`src/rtl/rw_driver_pkg.sv`:
```
// Shared types and constants for the reactive-device step driver.
package rw_driver_pkg;

  typedef enum logic [1:0] {
    IDLE  = 2'd0,
    SHIFT = 2'd1,
    FLUSH = 2'd2,
    HALT  = 2'd3
  } state_t;

  localparam int DATA_W_DEFAULT = 8;
  localparam int STEP_CNT_W     = 16;

endpackage

```
`src/rtl/rw_bit_serdes.sv`:
```
// Shift-out / collect register pair with a shared bit index.
// Words leave LSB first; the device response for step k lands in collect bit k.
module rw_bit_serdes #(
  parameter int DATA_W = 8
) (
  input  logic              clk,
  input  logic              rst,
  input  logic              load,
  input  logic              shift_en,
  input  logic [DATA_W-1:0] load_data,
  input  logic              dev_out,
  output logic              bit_out,
  output logic [DATA_W-1:0] collect,
  output logic              last
);

  localparam int IDX_W = (DATA_W > 1) ? $clog2(DATA_W) : 1;

  logic [DATA_W-1:0] shift_q, shift_d;
  logic [DATA_W-1:0] collect_q, collect_d;
  logic [IDX_W-1:0]  idx_q, idx_d;

  always_comb begin
    shift_d   = shift_q;
    collect_d = collect_q;
    idx_d     = idx_q;
    if (load) begin
      shift_d   = load_data;
      collect_d = '0;
      idx_d     = '0;
    end else if (shift_en) begin
      collect_d[idx_q] = dev_out;
      shift_d          = {1'b0, shift_q[DATA_W-1:1]};
      idx_d            = idx_q + IDX_W'(1);
    end
  end

  always_ff @(posedge clk or posedge rst) begin
    if (rst) begin
      shift_q   <= '0;
      collect_q <= '0;
      idx_q     <= '0;
    end else begin
      shift_q   <= shift_d;
      collect_q <= collect_d;
      idx_q     <= idx_d;
    end
  end

  assign bit_out = shift_q[0];
  assign collect = collect_q;
  assign last    = (idx_q == IDX_W'(DATA_W - 1));

endmodule

```
`src/rtl/rw_step_driver.sv`:
```
// Steps a reactive device one bit per cycle from an input word and returns its outputs as a word.
// Optional step counter enabled by defining RW_STEP_DRIVER_STATS_EN.
module rw_step_driver
  import rw_driver_pkg::*;
#(
  parameter int DATA_W = DATA_W_DEFAULT
) (
  input  logic                  clk,
  input  logic                  rst,
  input  logic                  s_valid,
  input  logic [DATA_W-1:0]     s_data,
  output logic                  s_ready,
  output logic                  dev_in,
  input  logic                  dev_out,
  input  logic                  dev_continue,
  output logic                  m_valid,
  output logic [DATA_W-1:0]     m_data,
  input  logic                  m_ready,
  output logic                  done,
  output logic [STEP_CNT_W-1:0] bits_stepped
);

  state_t            state_q, state_d;
  logic              term_q, term_d;
  logic              load;
  logic              shift_en;
  logic              ser_bit;
  logic              ser_last;
  logic [DATA_W-1:0] ser_collect;

  rw_bit_serdes #(.DATA_W(DATA_W)) u_serdes (
    .clk       (clk),
    .rst       (rst),
    .load      (load),
    .shift_en  (shift_en),
    .load_data (s_data),
    .dev_out   (dev_out),
    .bit_out   (ser_bit),
    .collect   (ser_collect),
    .last      (ser_last)
  );

  // A terminating device still contributes the bit of the step it stopped on.
  always_comb begin
    state_d  = state_q;
    term_d   = term_q;
    load     = 1'b0;
    shift_en = 1'b0;
    case (state_q)
      IDLE: begin
        if (!dev_continue) begin
          state_d = HALT;
        end else if (s_valid) begin
          load    = 1'b1;
          term_d  = 1'b0;
          state_d = SHIFT;
        end
      end
      SHIFT: begin
        shift_en = 1'b1;
        if (!dev_continue) begin
          term_d  = 1'b1;
          state_d = FLUSH;
        end else if (ser_last) begin
          state_d = FLUSH;
        end
      end
      FLUSH: begin
        if (m_ready) state_d = term_q ? HALT : IDLE;
      end
      HALT:    state_d = HALT;
      default: state_d = IDLE;
    endcase
  end

  always_ff @(posedge clk or posedge rst) begin
    if (rst) begin
      state_q <= IDLE;
      term_q  <= 1'b0;
    end else begin
      state_q <= state_d;
      term_q  <= term_d;
    end
  end

  assign s_ready = (state_q == IDLE);
  assign dev_in  = (state_q == SHIFT) & ser_bit;
  assign m_valid = (state_q == FLUSH);
  assign m_data  = (state_q == FLUSH) ? ser_collect : '0;
  assign done    = (state_q == HALT);

`ifdef RW_STEP_DRIVER_STATS_EN
  logic [STEP_CNT_W-1:0] step_cnt_q, step_cnt_d;

  always_comb begin
    step_cnt_d = step_cnt_q;
    if (state_q == SHIFT && step_cnt_q != '1) step_cnt_d = step_cnt_q + STEP_CNT_W'(1);
  end

  always_ff @(posedge clk or posedge rst) begin
    if (rst) step_cnt_q <= '0;
    else     step_cnt_q <= step_cnt_d;
  end

  assign bits_stepped = step_cnt_q;
`else
  assign bits_stepped = '0;
`endif

endmodule

```
`config.mk`:
```
export PLATFORM = sky130hd
export DESIGN_NAME = rw_step_driver
export DESIGN_NICKNAME = d
export VERILOG_FILES = /design/src/rtl/rw_driver_pkg.sv /design/src/rtl/rw_bit_serdes.sv /design/src/rtl/rw_step_driver.sv
export SDC_FILE = /design/constraint.sdc
export NUM_CORES = 1
export LEC_CHECK = 0
export BUFFER_PORTS_ARGS = -buffer_cell sky130_fd_sc_hd__buf_2
export CAP_MARGIN = 20
export CORE_UTILIZATION = 54
export CTS_CLUSTER_SIZE = 14
export DETAILED_ROUTE_END_ITERATION = 16
export PLACE_DENSITY_LB_ADDON = 0.3
export SETUP_SLACK_MARGIN = 0.02
export SLEW_MARGIN = 25
export SYNTH_ARGS = -nofsm -noshare
export SYNTH_HDL_FRONTEND = slang
export SYNTH_SLANG_ARGS = --single-unit
```
`constraint.sdc`:
```
create_clock -name clk -period 2.3 [get_ports clk]
set_input_delay 0.69 -clock clk [delete_from_list [all_inputs] [get_ports clk]]
set_output_delay 0.69 -clock clk [all_outputs]
set_load 0.01 [all_outputs]
```
# --- Yosys cells after proc, flatten, opt, wreduce, memory -nomap -nowiden ---
# Cells that the tools add are included.
totals:
  regBits: 22
  latch_bits: 0
  ram_bits: 0
  mem_bits_ro: 0
  in_bits: 14
  output_inout_bits: 28
  mem_count: 0
classes:
  addsub: 1
  n_mul: 0
  div_mod_pow: 0
  n_lt_le_gt_ge: 2
  eq_ne: 10
  shifts: 0
  mux: 25
  bitwise: 1
  reduce_logical: 6
op_table:
  columns: ["op", "count"]
  rows:
  - ["8-bit 2-to-1 mux", 5]
  - ["2-bit 2-to-1 mux", 6]
  - ["8-bit bitwise mux", 1]
  - ["1-bit 2-to-1 mux", 8]
  - ["2-bit one-hot mux with 4 select lines", 1]
  - ["3-bit 2-to-1 mux", 2]
  - ["3-bit != test, second input constant", 2]
  - ["2-bit == test, second input constant", 2]
  - ["3-bit by 4-bit less-than comparator with 1-bit output, second input constant", 1]
  - ["2-bit by 1-bit != test with 1-bit output, second input constant", 2]
  - ["2-bit != test, second input constant", 2]
  - ["4-bit AND reduction", 1]
  - ["2-bit nonzero test", 2]
  - ["3-bit by 1-bit adder with 3-bit output, second input constant", 1]
  - ["1-bit demux with 3-bit select", 1]
  - ["3-bit == test, second input constant", 1]
  - ["3-bit by 1-bit greater-or-equal comparator with 1-bit output, second input constant", 1]
  - ["3-bit AND reduction", 1]
  - ["2-bit by 1-bit == test with 1-bit output, second input constant", 1]
  - ["2-bit logical NOT", 1]
  - ["1-bit one-hot mux with 2 select lines", 1]
  - ["1-bit bitwise AND", 1]
  - ["1-bit logical AND", 1]

# --- Logic depth before layout (Yosys ltp) ---
depth:
  word_depth: 7
  mapped_depth: 5
  depth_no_buf: 5

# --- By module ---
# A second synthesis with hierarchy kept.
hier_totals:
  hier_cells: 134
  hier_area_um2: 1358.8
by_module_without_submodules:
  columns: ["mod", "n_inst", "cells_each", "area_per_inst_um2", "seq_area_each_um2"]
  rows:
  - ["rw_bit_serdes", 1, 84, 973.4, 475.5]
  - ["rw_step_driver", 1, 50, 385.4, 75.1]

# --- Least setup slack after synthesis ---
# Ideal clock, no wire load.
synth_path:
  path_type: "register to output"
  start: "register state_q[1]"
  end: "output m_data[0]"
  t_arrival_ns: 1.106
  required_ns: 1.610
  slack_ns: 0.504
  stages_incl_launch_ff: 5
  path_buffers: 1
  path_cell_list: "dfrtp_1 > buf_2 > inv_1 > nor2_2 > and2_1"
synth_via:
  elab_chain_cells: 2
synth_rtl:
  columns: ["item", "line", "rtl"]
  rows:
  - ["start: declaration", "rw_step_driver.sv:23", "state_t state_q, state_d;"]
  - ["start signal: assignment", "rw_step_driver.sv:81", "state_q <= state_d;"]
  - ["2-bit == test", null, null]
  - ["via m_valid", "rw_step_driver.sv:16", "output logic m_valid,"]
  - ["8-bit 2-to-1 mux", "rw_step_driver.sv:89", "assign m_data = (state_q == FLUSH) ? ser_collect : '0;"]
  - ["end: declaration", "rw_step_driver.sv:17", "output logic [DATA_W-1:0] m_data,"]
# The timed path passes the listed nets, and every way through them passes these cells.

# --- Worst setup path after layout ---
layout_path:
  start: "register state_q[1]"
  end: "output m_data[2]"
layout_via:
  elab_chain_cells: 2
layout_rtl:
  columns: ["item", "line"]
  rows:
  - ["2-bit == test", "rw_step_driver.sv:89"]
  - ["8-bit 2-to-1 mux", "rw_step_driver.sv:89"]
# No other way between the ends.

==> results.sh <==
export IMPL_status="finished clean"
export IMPL_drt_total_wl_um=2460
export IMPL_r2r_start="u_serdes.idx_q[0]"
export IMPL_timing_rr_end="state_q[0]"
export IMPL_critPathRequiredTime_ns=1.61
export IMPL_core_area_um2=2280
export IMPL_grt_max_degree=23
export IMPL_crit_type="flip-flop to output pin"
export IMPL_fin_setup_tns_ns=0
export IMPL_drtIter0Drc=11
export IMPL_power_mw=0.958
export IMPL_timing_fmax_mhz=467
export IMPL_clock_sinks=22
export IMPL_period_needed_ns=2.14
export IMPL_cts_buffer_depth=2
export IMPL_cpPeakStageDelay_ns=0.53
export IMPL_clockRootBuffer="clkbuf_4"
export IMPL_utilization=0.625
export IMPL_maxSlewViolCount=0
export IMPL_crit_chain="inv_1 > nor2_4 > and2_1 > buf_2"
export IMPL_die_w_um=51.7
export IMPL_grt_pass1_wl_um=4390
export IMPL_layout_setup_ws_ns=0.161
export IMPL_fin_skew_ns=0.00301
export IMPL_route_detailed_drc=0
export IMPL_grt_setup_unrepaired="false"
export IMPL_ctsHoldBuffers=0
export IMPL_cts_tree="done"
export IMPL_die_y_um=51.7
export IMPL_cts_buffers=3
export IMPL_routedWlPerCell_um=12.7
export IMPL_grt_overflow=0
export IMPL_ys_seq_area_frac=0.413
export IMPL_worstPathMaxFanout=17
export IMPL_initial_core_util=0.586
export IMPL_synthTopCellsByArea="dfrtp_1, buf_4, nand3_1"
export IMPL_holdWs_ns=0.391
export IMPL_postLayoutCellArea_um2=1420
export IMPL_worst_r2r_cell_count=5
export IMPL_min_period_over_period=0.930
export IMPL_antenna_found_initial=0
export IMPL_crit_path_end_kind="output pin"
export IMPL_post_cts_setup_buffers=0
export IMPL_power_density_nw_per_um2=674
export IMPL_rrSetupSlack_ns=0.72
export IMPL_nets=183
export IMPL_arrival_ns=1.45
export IMPL_yosys_warnings=0
export IMPL_vias=1052
export IMPL_htreeDepth=1
export IMPL_post_place_ws_ns=0.275
export IMPL_cp_slowest_cell="dfrtp_2"
export IMPL_antenna_diode_count=0
export IMPL_portBuffers=25
export IMPL_synth_area_um2=1330
export IMPL_hold_path_class="primary input to async pin"
export IMPL_syn_avg_cell_area_um2=9.14
export IMPL_drive_above_1_share=0.241
export IMPL_drt_first_pass_iters=3
export IMPL_place_hpwl_um=1770
export IMPL_dp_cells=190
export IMPL_dieArea_um2=2670
export IMPL_vdd_ir_drop_worst_mv=0.407
export IMPL_postRouteAntennaNets=0
export IMPL_gp_congestion=0.825
export IMPL_ys_seq_elements=22
export IMPL_clkTransAtPathRegs_ns=0.12
export IMPL_num_io_pins=42
export IMPL_cp_start_kind="flip-flop"
export IMPL_cp_buffers_inverters=2
export IMPL_hold_viol=0
export IMPL_synth_cell_type_count=30
export IMPL_synth_top_area_cell="dfrtp_1"
export IMPL_path_delay_family="flip-flops"
export IMPL_placed_area_um2=1380
export IMPL_insertion_delay_ns=0.30
export IMPL_synthToLayoutAreaGrowth_pct=6.57
export IMPL_vias_per_cell=5.42
export IMPL_grtUsageTotal=0.221
export IMPL_syn_inst=146
export IMPL_leakage_nw=0.693
export IMPL_setup_worst_path_start="state_q[1]"
export IMPL_setup_violations=0
export IMPL_drv_cap=0
export IMPL_layout_cells_non_filler=194
export IMPL_grt_pass1_vias=1032
export IMPL_fp_row_count=17
export IMPL_synth_top_area_frac=0.413
==> worst max path at each step <==
stage	depth (start not counted)	slack (ns)	endpoint
finish	4	0.16	m_data[2]
global route	4	0.05	m_data[4]
CTS	4	0.05	m_data[3]
detailed placement	4	0.27	m_data[3]
global placement	4	0.40	m_data[2]
floorplan	4	0.50	m_data[0]
==> layout by cell type, fill, tap and decap left out, types with 4 or more instances in the layout <==
cell / netlist / layout
inv_1: 4 / 4
nand3_1: 15 / 15
nand2_1: 14 / 14
buf_2: 4 / 25
nor2_1: 4 / 4
and2_1: 10 / 10
a22oi_1: 6 / 6
a21oi_1: 12 / 12
o21ai_0: 6 / 6
dfrtp_1: 22 / 21
conb_1: 1 / 16
==> what timing repair did <==
| item | 4_1_cts | 5_1_grt |
|---|---|---|
| setup endpoints to repair | 8 | 8 |
| gates resized for setup | 1 | 1 |
| gates cloned | 0 | 0 |
| hold endpoints to repair | 0 | 0 |
==> Yosys cell counts <==
cell type and instances:
a21oi_1 12, a221o_1 1, a22oi_1 6, a31oi_1 2
and2_1 10, and2b_1 1, and4b_2 1, and4bb_2 3
buf_2 4, buf_4 17, buf_6 3, clkbuf_1 2
clkbuf_2 1, conb_1 1, dfrtp_1 22, ha_1 2
inv_1 4, nand2_1 14, nand2b_1 3, nand3_1 15
nand4b_1 1, nand4bb_1 3, nor2_1 4, nor2_2 1
nor4b_2 1, o21ai_0 6, o21ai_1 3, o22ai_1 1
or4b_4 1, xnor2_1 1
==> area by class of cell <==
cell class / instances / area [um2]
fillers: 214 / 855
repair buffers: 28 / 148
clock buffers: 4 / 36.3
flip-flops and latches: 22 / 552
well taps: 28 / 35.0
inverters: 4 / 15.0
multi-input cells: 108 / 636
==> worst min-delay path, cell delays in order <==
cell	delay [ns]
buf_2	0.09
inv_1	0.04
buf_4	0.27
==> power by group <==
group	leakage [nW]	internal, mW	total [mW]	switching, mW
combinational	0.418	0.0830	0.178	0.0946
sequential	0.254	0.470	0.569	0.0983
clock	0.0210	0.0966	0.212	0.115
total	0.693	0.650	0.958	0.308
==> state kept, by name (all words and copies together) (netlist names) <==
signal	cells
u_serdes.idx_q	3
term_q	1
state_q	2
u_serdes.shift_q	8
u_serdes.collect	8
==> cell families (layout without fill, tap and decap cells) <==
group                      Yosys count  in the layout  synth area share
AOI/OAI and AO/OA                   31             31             0.134
xor gates and xnor gates             1              1           0.00657
adders and majority gates            2              2            0.0188
buffers and inverters               31             36             0.157
DFF                                 22             22             0.413
other                                1             16           0.00281
and+or+nand+nor                     58             58             0.268
==> metal layers <==
metal,vias to the layer above,share of wire,track usage
met4,0,0.0057,0.0991
met3,2,0.037,0.0351
met5,-,0,0
li1,514,-,-
met2,30,0.53,0.385
met1,506,0.42,0.266
Note: power is estimated with default switching activity, not from simulation.
